File: src/rtl/cmd_decoder.sv
// cmd_decoder: parses a UART byte stream into SYNC/ADDR/DATA/CSUM frames and
// turns each good frame into a one-cycle register-write strobe on the shared
// addr/data/en bus. A bad checksum, a rejected address or an inter-byte
// timeout gives a one-cycle frame_err pulse instead.
// Optional feature macro: CMD_DEC_ADDR_CHECK_EN (reject frames whose address
// exceeds ADDR_MAX). With the macro undefined, the address is truncated and
// written.
module cmd_decoder #(
    parameter int unsigned CLK_MHZ     = 100,
    parameter int unsigned TIMEOUT_US  = 1000,
    parameter int unsigned PAR_MAX_VAL = 255,
    parameter int unsigned ADDR_MAX    = 4,
    parameter logic [7:0]  SYNC_BYTE   = 8'hA5,
    parameter logic [7:0]  CSUM_KEY    = 8'h5A
) (
    input  logic                               clk,
    input  logic                               rst,
    input  logic [7:0]                         rx_data,
    input  logic                               rx_valid,
    output logic [$clog2(PAR_MAX_VAL+1)-1:0]   data,
    output logic [$clog2(ADDR_MAX+1)-1:0]      addr,
    output logic                               en,
    output logic                               frame_err
);

    localparam int unsigned DATA_W  = $clog2(PAR_MAX_VAL + 1);
    localparam int unsigned ADDR_W  = $clog2(ADDR_MAX + 1);
    localparam int unsigned TMO_CYC = CLK_MHZ * TIMEOUT_US;
    localparam int unsigned TMR_W   = $clog2(TMO_CYC);

    localparam logic [TMR_W-1:0] TMR_LAST = TMR_W'(TMO_CYC - 1);
    localparam logic [7:0]       DATA_MAX = 8'(PAR_MAX_VAL);

    typedef enum logic [1:0] {
        S_IDLE = 2'd0,
        S_ADDR = 2'd1,
        S_DATA = 2'd2,
        S_CSUM = 2'd3
    } state_e;

    state_e              state_q, state_d;
    logic [7:0]          a_buf_q, a_buf_d;
    logic [7:0]          d_buf_q, d_buf_d;
    logic [TMR_W-1:0]    timer_q, timer_d;
    logic [ADDR_W-1:0]   addr_q,  addr_d;
    logic [DATA_W-1:0]   data_q,  data_d;
    logic                en_q,    en_d;
    logic                ferr_q,  ferr_d;

    logic                csum_ok_c;
    logic                addr_ok_c;
    logic [DATA_W-1:0]   data_clamp_c;

    // Frame qualification: checksum, optional address range, saturating data clamp
    always_comb begin
        csum_ok_c    = (rx_data == (CSUM_KEY ^ a_buf_q ^ d_buf_q));
`ifdef CMD_DEC_ADDR_CHECK_EN
        addr_ok_c    = (a_buf_q <= 8'(ADDR_MAX));
`else
        addr_ok_c    = 1'b1;
`endif
        data_clamp_c = (d_buf_q > DATA_MAX) ? DATA_W'(DATA_MAX) : DATA_W'(d_buf_q);
    end

    // Next-state logic: byte handling takes priority over timeout expiry
    always_comb begin
        state_d = state_q;
        a_buf_d = a_buf_q;
        d_buf_d = d_buf_q;
        timer_d = timer_q;
        addr_d  = addr_q;
        data_d  = data_q;
        en_d    = 1'b0;
        ferr_d  = 1'b0;

        if (rx_valid) begin
            timer_d = '0;
            unique case (state_q)
                S_IDLE: begin
                    if (rx_data == SYNC_BYTE) begin
                        state_d = S_ADDR;
                    end
                end
                S_ADDR: begin
                    a_buf_d = rx_data;
                    state_d = S_DATA;
                end
                S_DATA: begin
                    d_buf_d = rx_data;
                    state_d = S_CSUM;
                end
                S_CSUM: begin
                    state_d = S_IDLE;
                    if (csum_ok_c && addr_ok_c) begin
                        en_d   = 1'b1;
                        addr_d = ADDR_W'(a_buf_q);
                        data_d = data_clamp_c;
                    end else begin
                        ferr_d = 1'b1;
                    end
                end
                default: state_d = S_IDLE;
            endcase
        end else if (state_q != S_IDLE) begin
            if (timer_q == TMR_LAST) begin
                state_d = S_IDLE;
                ferr_d  = 1'b1;
                timer_d = '0;
            end else begin
                timer_d = timer_q + TMR_W'(1);
            end
        end else begin
            timer_d = '0;
        end
    end

    // State and output registers, synchronous active-high reset
    always_ff @(posedge clk) begin
        if (rst) begin
            state_q <= S_IDLE;
            a_buf_q <= '0;
            d_buf_q <= '0;
            timer_q <= '0;
            addr_q  <= '0;
            data_q  <= '0;
            en_q    <= 1'b0;
            ferr_q  <= 1'b0;
        end else begin
            state_q <= state_d;
            a_buf_q <= a_buf_d;
            d_buf_q <= d_buf_d;
            timer_q <= timer_d;
            addr_q  <= addr_d;
            data_q  <= data_d;
            en_q    <= en_d;
            ferr_q  <= ferr_d;
        end
    end

    assign data      = data_q;
    assign addr      = addr_q;
    assign en        = en_q;
    assign frame_err = ferr_q;

endmodule

File: config.mk
export PLATFORM = sky130hd
export DESIGN_NAME = cmd_decoder
export DESIGN_NICKNAME = d
export VERILOG_FILES = /design/src/rtl/cmd_decoder.sv
export SDC_FILE = /design/constraint.sdc
export NUM_CORES = 1
export LEC_CHECK = 0
export CAP_MARGIN = 20
export CELL_PAD_IN_SITES_DETAIL_PLACEMENT = 0
export CELL_PAD_IN_SITES_GLOBAL_PLACEMENT = 1
export CORE_MARGIN = 3
export CORE_UTILIZATION = 25
export DETAILED_ROUTE_END_ITERATION = 8
export PLACE_DENSITY = 0.53
export REMOVE_ABC_BUFFERS = 1
export SKIP_LAST_GASP = 1
export SYNTH_ARGS = -nofsm -noshare
export SYNTH_HDL_FRONTEND = slang
export SYNTH_SLANG_ARGS = --single-unit
File: constraint.sdc
create_clock -name clk -period 2 [get_ports clk]
set_input_delay 0.4 -clock clk [delete_from_list [all_inputs] [get_ports clk]]
set_output_delay 0.4 -clock clk [all_outputs]
set_load 0.005 [all_outputs]
Word level (Yosys, flattened, before mapping)
Cells that the tools add are included.
{"block": "op_classes", "shift": 0, "mul": 0, "n_bitwise": 5, "n_div": 0, "n_lt_le_gt_ge": 1, "add_sub_neg": 1, "n_mux": 12, "n_eq_ne": 7, "reduce_logical": 10}
{"op": "17-bit by 1-bit adder with 17-bit output (second input constant)", "n": 1}
{"op": "17-bit == test (second input constant)", "n": 1}
{"op": "8-bit == test", "n": 1}
{"op": "8-bit == test (second input constant)", "n": 1}
{"op": "8-bit greater-than comparator (second input constant)", "n": 1}
{"op": "2-bit 2-to-1 mux", "n": 4}
{"op": "8-bit 2-to-1 mux", "n": 1}
{"op": "2-bit case mux with 4 select lines", "n": 1}
{"op": "8-bit bitwise XOR", "n": 1}
{"op": "1-bit 2-to-1 mux", "n": 6}
{"op": "3-bit AND reduction", "n": 2}
{"op": "2-bit nonzero test", "n": 3}
{"op": "2-bit == test (second input constant)", "n": 2}
{"op": "4-bit inverter", "n": 1}
{"op": "2-bit AND reduction", "n": 2}
{"op": "4-bit OR reduction", "n": 1}
{"op": "3-bit != test (second input constant)", "n": 1}
{"op": "1-bit inverter", "n": 3}
{"op": "3-bit OR reduction", "n": 1}
{"op": "2-bit by 1-bit == test with 1-bit output (second input constant)", "n": 1}
{"op": "2-bit logical NOT", "n": 1}
{"block": "totals", "latch_bits": 0, "ff_bits": 48, "memories": 0, "ram_bits": 0, "rom_bits": 0, "word_cells": 44, "output_inout_bits": 13}

Depth between registers and ports, before layout
{"block": "depth", "word_depth": 6, "depth_mapped": 7, "mapped_depth_nobuf": 5}

Worst setup path after synthesis
No wires, ideal clock.
{"block": "synth_timing", "path_type": "input-to-reg", "start": "input rx_data[7]", "end": "register addr_q[0], in the netlist addr[0]", "t_arrival_ps": 1858, "path_slack_ps": 71, "stages": 5, "setup_ps": 72, "path_buffers": 1, "path_cell_list": "xor3_1 -> or4_4 -> nor3_4 -> buf_6 -> mux2i_1"}
{"block": "synth_via", "elab_chain_cells": 2}
{"item": "from (decl)", "line_no": "18", "rtl": "input logic [7:0] rx_data,"}
{"item": "8-bit == test", "line_no": "56", "rtl": "csum_ok_c = (rx_data == (CSUM_KEY ^ a_buf_q ^ d_buf_q));"}
{"item": "3-bit AND reduction (no line)"}
{"item": "to (signal assigned)", "line_no": "133", "rtl": "addr_q <= addr_d;"}
{"item": "to (decl)", "line_no": "45", "rtl": "logic [ADDR_W-1:0] addr_q, addr_d;"}
Every way passes these cells.
A chain may end at the register's enable or synchronous reset.

Final worst setup path
{"block": "layout_timing", "start": "register a_buf_q[4]", "end": "register addr_q[1], in the netlist addr[1]"}
{"block": "layout_via", "elab_chain_cells": 4}
{"item": "from (decl)", "line_no": "42", "rtl": "logic [7:0] a_buf_q, a_buf_d;"}
{"item": "from (signal assigned)", "line_no": "130", "rtl": "a_buf_q <= a_buf_d;"}
{"item": "4-bit inverter (no line)"}
{"item": "8-bit bitwise XOR", "line_no": "56"}
{"item": "8-bit == test", "line_no": "56"}
{"item": "3-bit AND reduction (no line)"}
Every way passes these cells.

==> insert_results.sql <==
INSERT INTO impl_metrics (metric_group, metric, value, unit) VALUES
('outcome', 'outcome', 'finished clean', ''),
('critical_path', 'critPathRequiredTime', '2.23', 'ns'),
('sta', 'tightest_slew', '0.6719', 'ns'),
('clock_tree', 'cts_root_buf', 'sky130_fd_sc_hd__clkbuf_8', ''),
('synthesis', 'netlist_top_cells_area', 'sky130_fd_sc_hd__dfxtp_1, sky130_fd_sc_hd__nand2_1, sky130_fd_sc_hd__nand3_1, sky130_fd_sc_hd__mux2i_1, sky130_fd_sc_hd__a21oi_1', ''),
('floorplan', 'die_h', '101.0', 'um'),
('grt', 'grt_max_degree', '27', ''),
('clock_tree', 'cts_made_buffers', '5', ''),
('route', 'dr.pass1.iters', '4', ''),
('synthesis', 'synthFlopType', 'sky130_fd_sc_hd__dfxtp_1', ''),
('sta', 'finalHoldViolCount', '0', ''),
('cells_and_area', 'final_core_utilization', '32.18', '%'),
('place', 'place_worst_setup_slack', '-0.5336', 'ns'),
('floorplan', 'placeableCoreArea', '8763', 'um2'),
('grt', 'antenna_violations_before_repair', '0', ''),
('sta', 'rsz_0062_raised_after_global_routing', 'yes', ''),
('route', 'drt_drc_violations_left', '0', ''),
('floorplan', 'die-area', '10210', 'um2'),
('critical_path', 'r2r-start', 'a_buf_q[4]', ''),
('floorplan', 'die-width', '101.0', 'um'),
('place', 'port_buffers', '23', ''),
('cells_and_area', 'area_delta_synth_final', '24.94', '%'),
('sta', 'timing_max_transition_violations_final', '0', ''),
('route', 'via_count', '1772', ''),
('floorplan', 'top_level_ports', '24', ''),
('clock_tree', 'worst_setup_hold_path_clk_slew', '0.09', 'ns'),
('critical_path', 'timing.critical_path.slowest_cell_delay', '0.57', 'ns'),
('clock_tree', 'cts.sink_count', '48', ''),
('critical_path', 'register_to_register_setup_slack', '0.03', 'ns'),
('clock_tree', 'clock_tree.buffer_depth', '2', ''),
('clock_tree', 'htreeDepth', '2', ''),
('synthesis', 'synth-async-reset-ratio', '0', '%'),
('critical_path', 'cp_slowest_cell', 'sky130_fd_sc_hd__or4_4', ''),
('synthesis', 'synth-seq-cells', '48', ''),
('route', 'route.detailed.vias_per_inst', '4.509', ''),
('sta', 'finalWorstPathRequiredPeriod', '1.973', 'ns'),
('floorplan', 'row_count', '34', ''),
('min_path', 'worst_hold_path.num_cells', '2', ''),
('cells_and_area', 'most_common_cell_after_layout_fill_and_taps_aside', 'sky130_fd_sc_hd__nand2_1', ''),
('clock_tree', 'cts_hold_repair.buffers', '0', ''),
('synthesis', 'most_area_hungry_cell_type_in_the_yosys_netlist', 'sky130_fd_sc_hd__dfxtp_1', ''),
('synthesis', 'synth-edff-count', '0', ''),
('min_path', 'worstHoldStart', 'a_buf_q[4]', ''),
('synthesis', 'synthCells', '245', ''),
('sta', 'max_freq', '506.9', 'MHz'),
('clock_tree', 'clock_insertion_delay_worst_skew', '0.30', 'ns'),
('critical_path', 'cp_cell_sequence', 'xnor3_2 -> or4_4 -> nor3_4 -> buf_6 -> mux2i_1', ''),
('critical_path', 'r2r-end', 'addr[1]', ''),
('critical_path', 'cp_max_fo', '6', ''),
('grt', 'grtUsageTotal', '11.28', '%'),
('place', 'place.detailed.instances', '383', ''),
('route', 'drt_iter0_markers', '59', ''),
('critical_path', 'crit_type', 'flop to flop', ''),
('cells_and_area', 'stdcell_count', '393', ''),
('place', 'hpwl', '3851', 'um'),
('min_path', 'hold_path_end', 'a_buf_q[4]', ''),
('grt', 'grt-ovfl-total', '0', ''),
('critical_path', 'timing.critical_path.to_type', 'flop', ''),
('cells_and_area', 'most-common-layout-cells', 'sky130_fd_sc_hd__nand2_1, sky130_fd_sc_hd__dfxtp_1, sky130_fd_sc_hd__nand3_1', ''),
('sta', 'min_setup_slack_post_route', '0.02733', 'ns'),
('route', 'drt-total-wl', '5440', 'um'),
('floorplan', 'initial_core_util', '25.76', '%'),
('place', 'gp_congestion', '0.7034', ''),
('cells_and_area', 'layout.nets', '301', ''),
('cells_and_area', 'number_of_antenna_diodes', '0', ''),
('grt', 'number_of_global_route_vias_before_repair', '1782', ''),
('synthesis', 'netlist_area_before_placement', '2257', 'um2'),
('min_path', 'worst_hold_path_type', 'flop to flop', ''),
('clock_tree', 'tritoncts', 'built', ''),
('sta', 'report.final.setup_viol', '0', ''),
('cells_and_area', 'final_layout_size_suffix_gt1_share', '14.39', '%');
cells by family after synthesis:
logic type      synth area share, %
flops                         42.57
xor+xnor                      13.36
buf+inv                       3.603
compound gates                6.431
mux                           4.878
fa+ha+maj                     3.326
simple gates                  25.83
how the worst max path moves through the flow:
stage,endpoint,slack [ns],depth (start not counted)
5_1_grt,addr[2],-0.06,5
3_3_place_gp,data[0],-0.50,6
6_report,addr[1],0.03,5
3_5_place_dp,addr[1],-0.53,6
4_1_cts,addr[1],0.005,6
2_1_floorplan,addr[0],-0.1,4
flip-flops by register name, summed over array words and instances, names as in the netlist:
register / count
a_buf_q: 8
addr: 3
timer_q: 17
d_buf_q: 8
data: 8
state_q: 2
frame_err: 1
en: 1
per-layer routing:
layer	wire length, um	vias up	GRT usage [%]	part of all wire, %
li1	-	932	-	-
met1	2718	811	15.37	50
met2	2509	22	17.62	46
met3	155	7	3.253	2.8
met4	57	0	2.761	1.0
met5	0	-	0	0
per-stage QoR:
step / total power [uW] / setup TNS, ns / instance area, um2
floorplan: 1005 / -1.064 / 2187
global placement: 1073 / -6.455 / 2715
detailed placement: 1072 / -6.770 / 2715
CTS: 1702 / 0 / 2856
global route: 1745 / -0.2700 / 2820
finish: 1667 / 0 / 2820
where the power goes:
part | leakage (uW) | internal [uW] | total, uW | switching, uW
Sequential | 0.000389 | 955 | 955 | 0.184
Clock | 0.0000445 | 282 | 621 | 339
Combinational | 0.000557 | 48.1 | 90.7 | 42.5
repair_timing:
action                                  CTS  global route
pin swaps                                 2             4
buffers inserted                          2             1
gates cloned                              1             0
endpoints found under the setup margin   13            11
gates resized for setup                   9             3
cell usage after synthesis, types with 2 or more instances:
library cell and instances:
sky130_fd_sc_hd__xnor2_1 6, sky130_fd_sc_hd__buf_6 2, sky130_fd_sc_hd__mux2i_1 11, sky130_fd_sc_hd__ha_1 6, sky130_fd_sc_hd__xor3_1 2, sky130_fd_sc_hd__and4_1 3
sky130_fd_sc_hd__a21oi_1 19, sky130_fd_sc_hd__xnor3_2 4, sky130_fd_sc_hd__and3_1 3, sky130_fd_sc_hd__nand3_1 24, sky130_fd_sc_hd__clkbuf_1 8, sky130_fd_sc_hd__xor2_1 7
sky130_fd_sc_hd__nor4b_1 2, sky130_fd_sc_hd__nand2_1 46, sky130_fd_sc_hd__nor2_1 15, sky130_fd_sc_hd__nor3_1 2, sky130_fd_sc_hd__dfxtp_1 48, sky130_fd_sc_hd__inv_1 3
sky130_fd_sc_hd__o21ai_0 2, sky130_fd_sc_hd__nand4_1 6, sky130_fd_sc_hd__xnor3_1 2, sky130_fd_sc_hd__nor4_1 3, sky130_fd_sc_hd__or3_1 4
critical path, delay by kind of cell, from the launching register on:
family	cells	cell delay, ns
multiplexers	1	0.19
buffers and inverters	1	0.17
XOR/XNOR	1	0.40
flip-flops	1	0.33
AND/OR/NAND/NOR	2	0.80
cell type report:
| class | count | area, um2 |
|---|---|---|
| Clock inverter | 1 | 7.507 |
| Fill cell | 942 | 5943 |
| Timing Repair Buffer | 45 | 397.9 |
| Tap cell | 108 | 135.1 |
| Clock buffer | 7 | 86.33 |
| Multi-Input combinational cell | 181 | 1215 |
| Inverter | 3 | 11.26 |
| Sequential cell | 48 | 967.2 |
Power figures use the tool's default switching activity.
